$ cat src/rtl/fir_pkg.sv
// Shared definitions for the polyphase interpolating FIR.
// Holds the FSM state type, the Q10 dequantisation helper and the prototype filter coefficients.
// Contains no logic of its own; imported by fir_interp.
package fir_pkg;

    localparam int DEFAULT_TAPS          = 32;
    localparam int DEFAULT_INTERPOLATION = 4;
    localparam int DEFAULT_DATA_SIZE     = 32;

    // Samples and coefficients are Q10: the integer value is the real value times 1024.
    localparam int Q_SHIFT = 10;

    typedef enum logic [1:0] {
        IDLE    = 2'd0,
        COMPUTE = 2'd1,
        WRITE   = 2'd2
    } state_t;

    // Prototype low-pass filter, signed Q10. Entry h[p + L*k] is used by phase p, tap k.
    localparam logic signed [DEFAULT_DATA_SIZE-1:0] AUDIO_INTERP_COEFFS [0:DEFAULT_TAPS-1] = '{
          32'sd3,   -32'sd5,  -32'sd12,  -32'sd18,  -32'sd20,  -32'sd12,    32'sd8,   32'sd40,
         32'sd78,  32'sd115,  32'sd142,  32'sd150,  32'sd134,   32'sd95,   32'sd40,  -32'sd20,
        -32'sd20,   32'sd40,   32'sd95,  32'sd134,  32'sd150,  32'sd142,  32'sd115,   32'sd78,
         32'sd40,    32'sd8,  -32'sd12,  -32'sd20,  -32'sd18,  -32'sd12,   -32'sd5,    32'sd3
    };

    // Q10 -> integer scale with rounding toward zero. Negative values are handled on the
    // magnitude so that e.g. -3 maps to 0 rather than the -1 an arithmetic shift would give.
    // The magnitude is kept unsigned so the most negative value still shifts correctly.
    function automatic logic signed [DEFAULT_DATA_SIZE-1:0] deq(
        input logic signed [DEFAULT_DATA_SIZE-1:0] v
    );
        logic [DEFAULT_DATA_SIZE-1:0] mag;
        mag = v[DEFAULT_DATA_SIZE-1] ? (~v + 1'b1) : v;
        mag = mag >> Q_SHIFT;
        deq = v[DEFAULT_DATA_SIZE-1] ? (~mag + 1'b1) : mag;
    endfunction

endpackage

$ cat src/rtl/fir_interp.sv
// Polyphase interpolating FIR: each input sample yields INTERPOLATION output samples, one MAC per cycle.
// Latency: pop in cycle t gives the phase-0 write strobe in cycle t+K+2; one input per L*(K+1)+1 cycles.
// Backpressure: a full downstream FIFO holds the FSM in WRITE with the result frozen; no input is popped meanwhile.
//
// Ports:
//   clock, reset        rising-edge clock, asynchronous active-high reset
//   x_in, x_empty       upstream FIFO head sample (signed Q10) and its empty flag
//   x_rd_en             combinational pop strobe to the upstream FIFO (only ever in IDLE)
//   y_out, y_wr_en      registered output sample (signed Q10) and one-cycle push strobe
//   y_out_full          downstream FIFO full flag
module fir_interp
    import fir_pkg::*;
#(
    parameter int TAPS          = DEFAULT_TAPS,
    parameter int INTERPOLATION = DEFAULT_INTERPOLATION,
    parameter int DATA_SIZE     = DEFAULT_DATA_SIZE
) (
    input  logic                        clock,
    input  logic                        reset,
    input  logic signed [DATA_SIZE-1:0] x_in,
    input  logic                        x_empty,
    output logic                        x_rd_en,
    output logic signed [DATA_SIZE-1:0] y_out,
    input  logic                        y_out_full,
    output logic                        y_wr_en
);

    localparam int K  = TAPS / INTERPOLATION;
    localparam int KW = (K > 1) ? $clog2(K) : 1;
    localparam int PW = (INTERPOLATION > 1) ? $clog2(INTERPOLATION) : 1;
    localparam int CW = (TAPS > 1) ? $clog2(TAPS) : 1;

    localparam logic [KW-1:0] TAP_LAST   = KW'(K - 1);
    localparam logic [PW-1:0] PHASE_LAST = PW'(INTERPOLATION - 1);

    state_t state;
    state_t state_next;

    // Sample history, hist[0] newest.
    logic signed [DATA_SIZE-1:0] hist [K];
    logic signed [DATA_SIZE-1:0] acc;
    logic [PW-1:0]               phase;
    logic [KW-1:0]               tap;

    logic [CW-1:0]               coef_idx;
    logic signed [DATA_SIZE-1:0] coef;
    logic signed [DATA_SIZE-1:0] prod;

    // Phase p uses every L-th coefficient starting at p; tap k pairs it with the k-th newest sample.
    // The product is evaluated at DATA_SIZE width, so its upper bits are discarded before scaling.
    always_comb begin
        coef_idx = CW'(int'(phase) + INTERPOLATION * int'(tap));
        coef     = AUDIO_INTERP_COEFFS[coef_idx];
        prod     = coef * hist[tap];
    end

    // State register.
    always_ff @(posedge clock or posedge reset) begin
        if (reset) begin
            state <= IDLE;
        end else begin
            state <= state_next;
        end
    end

    // Next state and the combinational pop strobe. The pop is masked while reset is held so
    // a non-empty upstream FIFO is never drained during reset.
    always_comb begin
        state_next = state;
        x_rd_en    = 1'b0;
        case (state)
            IDLE: begin
                if (!x_empty && !reset) begin
                    x_rd_en    = 1'b1;
                    state_next = COMPUTE;
                end
            end
            COMPUTE: begin
                if (tap == TAP_LAST) begin
                    state_next = WRITE;
                end
            end
            WRITE: begin
                if (!y_out_full) begin
                    state_next = (phase == PHASE_LAST) ? IDLE : COMPUTE;
                end
            end
            default: begin
                state_next = IDLE;
            end
        endcase
    end

    // Datapath: history shift on pop, MAC during COMPUTE, output register on WRITE.
    always_ff @(posedge clock or posedge reset) begin
        if (reset) begin
            for (int i = 0; i < K; i++) begin
                hist[i] <= '0;
            end
            acc     <= '0;
            phase   <= '0;
            tap     <= '0;
            y_out   <= '0;
            y_wr_en <= 1'b0;
        end else begin
            y_wr_en <= 1'b0;
            case (state)
                IDLE: begin
                    if (x_rd_en) begin
                        for (int i = K - 1; i > 0; i--) begin
                            hist[i] <= hist[i-1];
                        end
                        hist[0] <= x_in;
                        phase   <= '0;
                        tap     <= '0;
                        acc     <= '0;
                    end
                end
                COMPUTE: begin
                    acc <= acc + deq(prod);
                    tap <= (tap == TAP_LAST) ? '0 : tap + 1'b1;
                end
                WRITE: begin
                    // While the downstream FIFO is full the accumulator simply holds.
                    if (!y_out_full) begin
                        y_out   <= acc;
                        y_wr_en <= 1'b1;
                        if (phase != PHASE_LAST) begin
                            phase <= phase + 1'b1;
                            acc   <= '0;
                            tap   <= '0;
                        end
                    end
                end
                default: begin
                    acc <= '0;
                end
            endcase
        end
    end

endmodule

$ cat config.mk
export PLATFORM = sky130hd
export DESIGN_NAME = fir_interp
export DESIGN_NICKNAME = d
export VERILOG_FILES = /design/src/rtl/fir_pkg.sv /design/src/rtl/fir_interp.sv
export SDC_FILE = /design/constraint.sdc
export NUM_CORES = 2
export LEC_CHECK = 0
export CELL_PAD_IN_SITES_DETAIL_PLACEMENT = 1
export CELL_PAD_IN_SITES_GLOBAL_PLACEMENT = 1
export CORE_MARGIN = 8
export CORE_UTILIZATION = 40
export DETAILED_ROUTE_END_ITERATION = 7
export GPL_ROUTABILITY_DRIVEN = 0
export HOLD_SLACK_MARGIN = 0.1
export MAX_ROUTING_LAYER = met4
export PLACE_DENSITY = 0.77
export SLEW_MARGIN = 20
export SYNTH_ARGS = -nofsm -noshare
export SYNTH_HDL_FRONTEND = slang
export SYNTH_SLANG_ARGS = --single-unit
$ cat constraint.sdc
create_clock -name clock -period 17 [get_ports clock]
set_input_delay 3.4 -clock clock [delete_from_list [all_inputs] [get_ports clock]]
set_output_delay 3.4 -clock clock [all_outputs]
set_load 0.05 [all_outputs]
==> flow_summary.yaml <==
outcome:
  status: "completed"
yosys:
  avgSynthCellArea_um2: 11.3
  synth_area_um2: 27600
  synth.distinct_cells: 86
  synth-edff-count: 0
  ys.flop_type: "dfrtp_1"
  yosysSeqAreaShare_pct: 29.7
  synth_top_cell_area_share_pct: 29.7
  syn_inst: 2448
  synth_top_area_cell: "dfrtp_1"
  ys_seq_elements: 328
  synth_area_leaders: "dfrtp_1 (30%), fa_1 (20%), mux2_2 (12%)"
  syn-num-nets: 2938
  synthArstFlopShare_pct: 100
  yosysWarnings: 0
worst_setup_path:
  critPathRequiredTime_ns: 17.51
  worst_path_max_delay_cell: "dfrtp_4"
  cp.arrival_ns: 16.27
  cp_common_cell: "fa_1"
  critPathLaunchType: "flop"
  cp_max_fo: 62
  worst-setup-path-type: "reg2reg"
  end_kind: "flop"
  cpPeakStageDelay_ns: 1.05
drt:
  drc: 0
  wl_per_cell_um: 20.3
  routed_via_density: 5.39
  drt-initial-drc-count: 984
  wl_um: 69100
  vias: 18300
  antenna_left: 0
  first_pass_iters: 4
clocking:
  numClockSinks: 328
  cts-root-buf: "clkbuf_16"
  cts.htree.levels: 2
  cts_buffers: 39
  cts_hold_buf: 0
  cts.clk_slew.worst_paths_ns: 0.06
  cts_setup_buffers: 0
  clk_latency_ns: 0.58
  clock_path_buffers: 3
  post_cts_resized: 0
  cts_tree: "yes"
timing:
  finalSetupViolCount: 0
  finalSetupTns_ns: 0
  maxSlewHeadroom_pct: 27.1
  finalCritPeriodShare_pct: 92.7
  tightest_slew_ns: 1.09
  slew_violations: 0
  hold_violations: 0
  fmax_ghz: 0.0635
  whs_ns: 0.502
  skew_ns: 0.0300
  grt_setup_unrepaired: "no"
  timing.final.crit_period_ns: 15.76
floorplanning:
  die_area_um2: 77800
  pin_count: 70
  die_w_um: 279
  die_h_um: 279
  core.rowCount: 96
  initial_core_util_pct: 40.4
  core_um2: 68500
global_route:
  grt_pass1_vias: 21300
  grt_max_degree: 150
  globalRouteOverflowTotal: 0
  grt_usage_pct: 18.6
  antenna_found_initial: 0
  grt_pass1_wl_um: 115000
place:
  io_buffers: 69
  hpwlAfterDp_um: 53400
job:
  drv_cap: 0
min_path:
  hold_class: "reg2reg"
cells_and_area:
  syn2layout_area_growth_pct: 10.5
  final_nets: 2980
  diodes: 0
  drive_gt1_share_pct: 20.2
synthesized netlist by cell type (5+ instances only):
library cell,instances
nor2_1,204
ha_1,176
a211oi_1,7
nand2b_1,35
fa_1,278
nand2_1,150
or3_1,10
o21ai_0,56
nand3_1,19
o31ai_1,8
nor3_1,10
inv_1,308
a21o_1,24
xor2_1,39
mux4_2,65
a22o_1,5
a21oi_1,66
xnor2_1,61
buf_1,11
dfrtp_1,328
mux2_2,294
nand4_1,5
mux2i_1,28
buf_2,8
a31oi_1,7
o21a_1,14
and3_1,8
clkbuf_1,68
or2_2,36
and2_1,7
nor2b_1,15
a41oi_1,6
state kept, by name (all words and copies together) (netlist names):
| name | flops |
|---|---|
| acc | 32 |
| tap | 3 |
| y_wr_en | 1 |
| y_out | 32 |
| state | 2 |
| phase | 2 |
| hist | 256 |
cells in the final DEF, fill, tap and decap left out, drive strengths merged, types with 29 or more instances in the layout:
master / count
o21ai: 61
nand2: 150
clkbuf: 56
inv: 313
nor2: 205
mux2i: 29
ha: 176
mux2: 294
xnor2: 61
or2: 38
xor2: 40
a21oi: 66
dfrtp: 328
mux4: 65
fa: 278
nand2b: 35
clkdlybuf4s50: 69
layer usage:
metal  part of all wire [%]  vias up  global-route usage, %
li1                       -     8265                      -
met4                    2.5        0                   4.76
met1                     43     9652                   22.4
met5                      0        -                      -
met2                     52      281                   32.8
met3                    3.3      122                   2.44
stage by stage:
stage	cell area (um2)	worst slack, ns	util [%]	std cells
global route	30500	0.218	44.6	3397
finish	30500	1.24	44.6	3397
global placement	29300	1.76	42.8	3331
detailed placement	29300	1.30	42.8	3331
floorplan	27600	2.28	-	2448
CTS	30500	1.20	44.6	3397
final timing paths:
| path | start | end | slack (ns) | cells after the start |
|---|---|---|---|---|
| hold reg to reg | hist[18] | hist[18] | 0.50 | 1 |
| max in group asynchronous | reset | hist[19] | 11.87 | 3 |
| setup reg to reg | tap[1] | acc[31] | 1.24 | 49 |
| min in group asynchronous | reset | hist[160] | 3.52 | 2 |
| hold / removal | hist[18] | hist[18] | 0.50 | 1 |
| setup / recovery | tap[1] | acc[31] | 1.24 | 49 |
layout make-up:
class / instances / area [um2]
Timing Repair Buffer: 95 / 898
Tap cell: 882 / 1100
Multi-Input combinational cell: 1715 / 17900
Sequential cell: 328 / 8220
Inverter: 311 / 1170
Fill cell: 7315 / 37900
Clock buffer: 56 / 1120
Clock inverter: 10 / 128
critical path: cells and delay by family, from the launching register on:
family                     cells  cell delay, ns
AOI/OAI and AO/OA             22            5.08
buffers and inverters          6            1.36
and+or+nand+nor                6            1.34
muxes                          1            0.29
adders and majority gates     11            5.36
DFF                            1            1.05
xor gates and xnor gates       3            1.13
logic make-up after synthesis:
| family | Yosys count | share of synthesized area, % |
|---|---|---|
| muxes | 388 | 18.4 |
| and+or+nand+nor | 521 | 8.74 |
| buffers and inverters | 405 | 5.67 |
| adders and majority gates | 454 | 28.1 |
| xor gates and xnor gates | 103 | 3.43 |
| DFF | 328 | 29.7 |
| AOI/OAI and AO/OA | 249 | 5.99 |
Power is not shown: default switching activity piles up to over one toggle a cycle in this logic, so the estimate is an artifact.
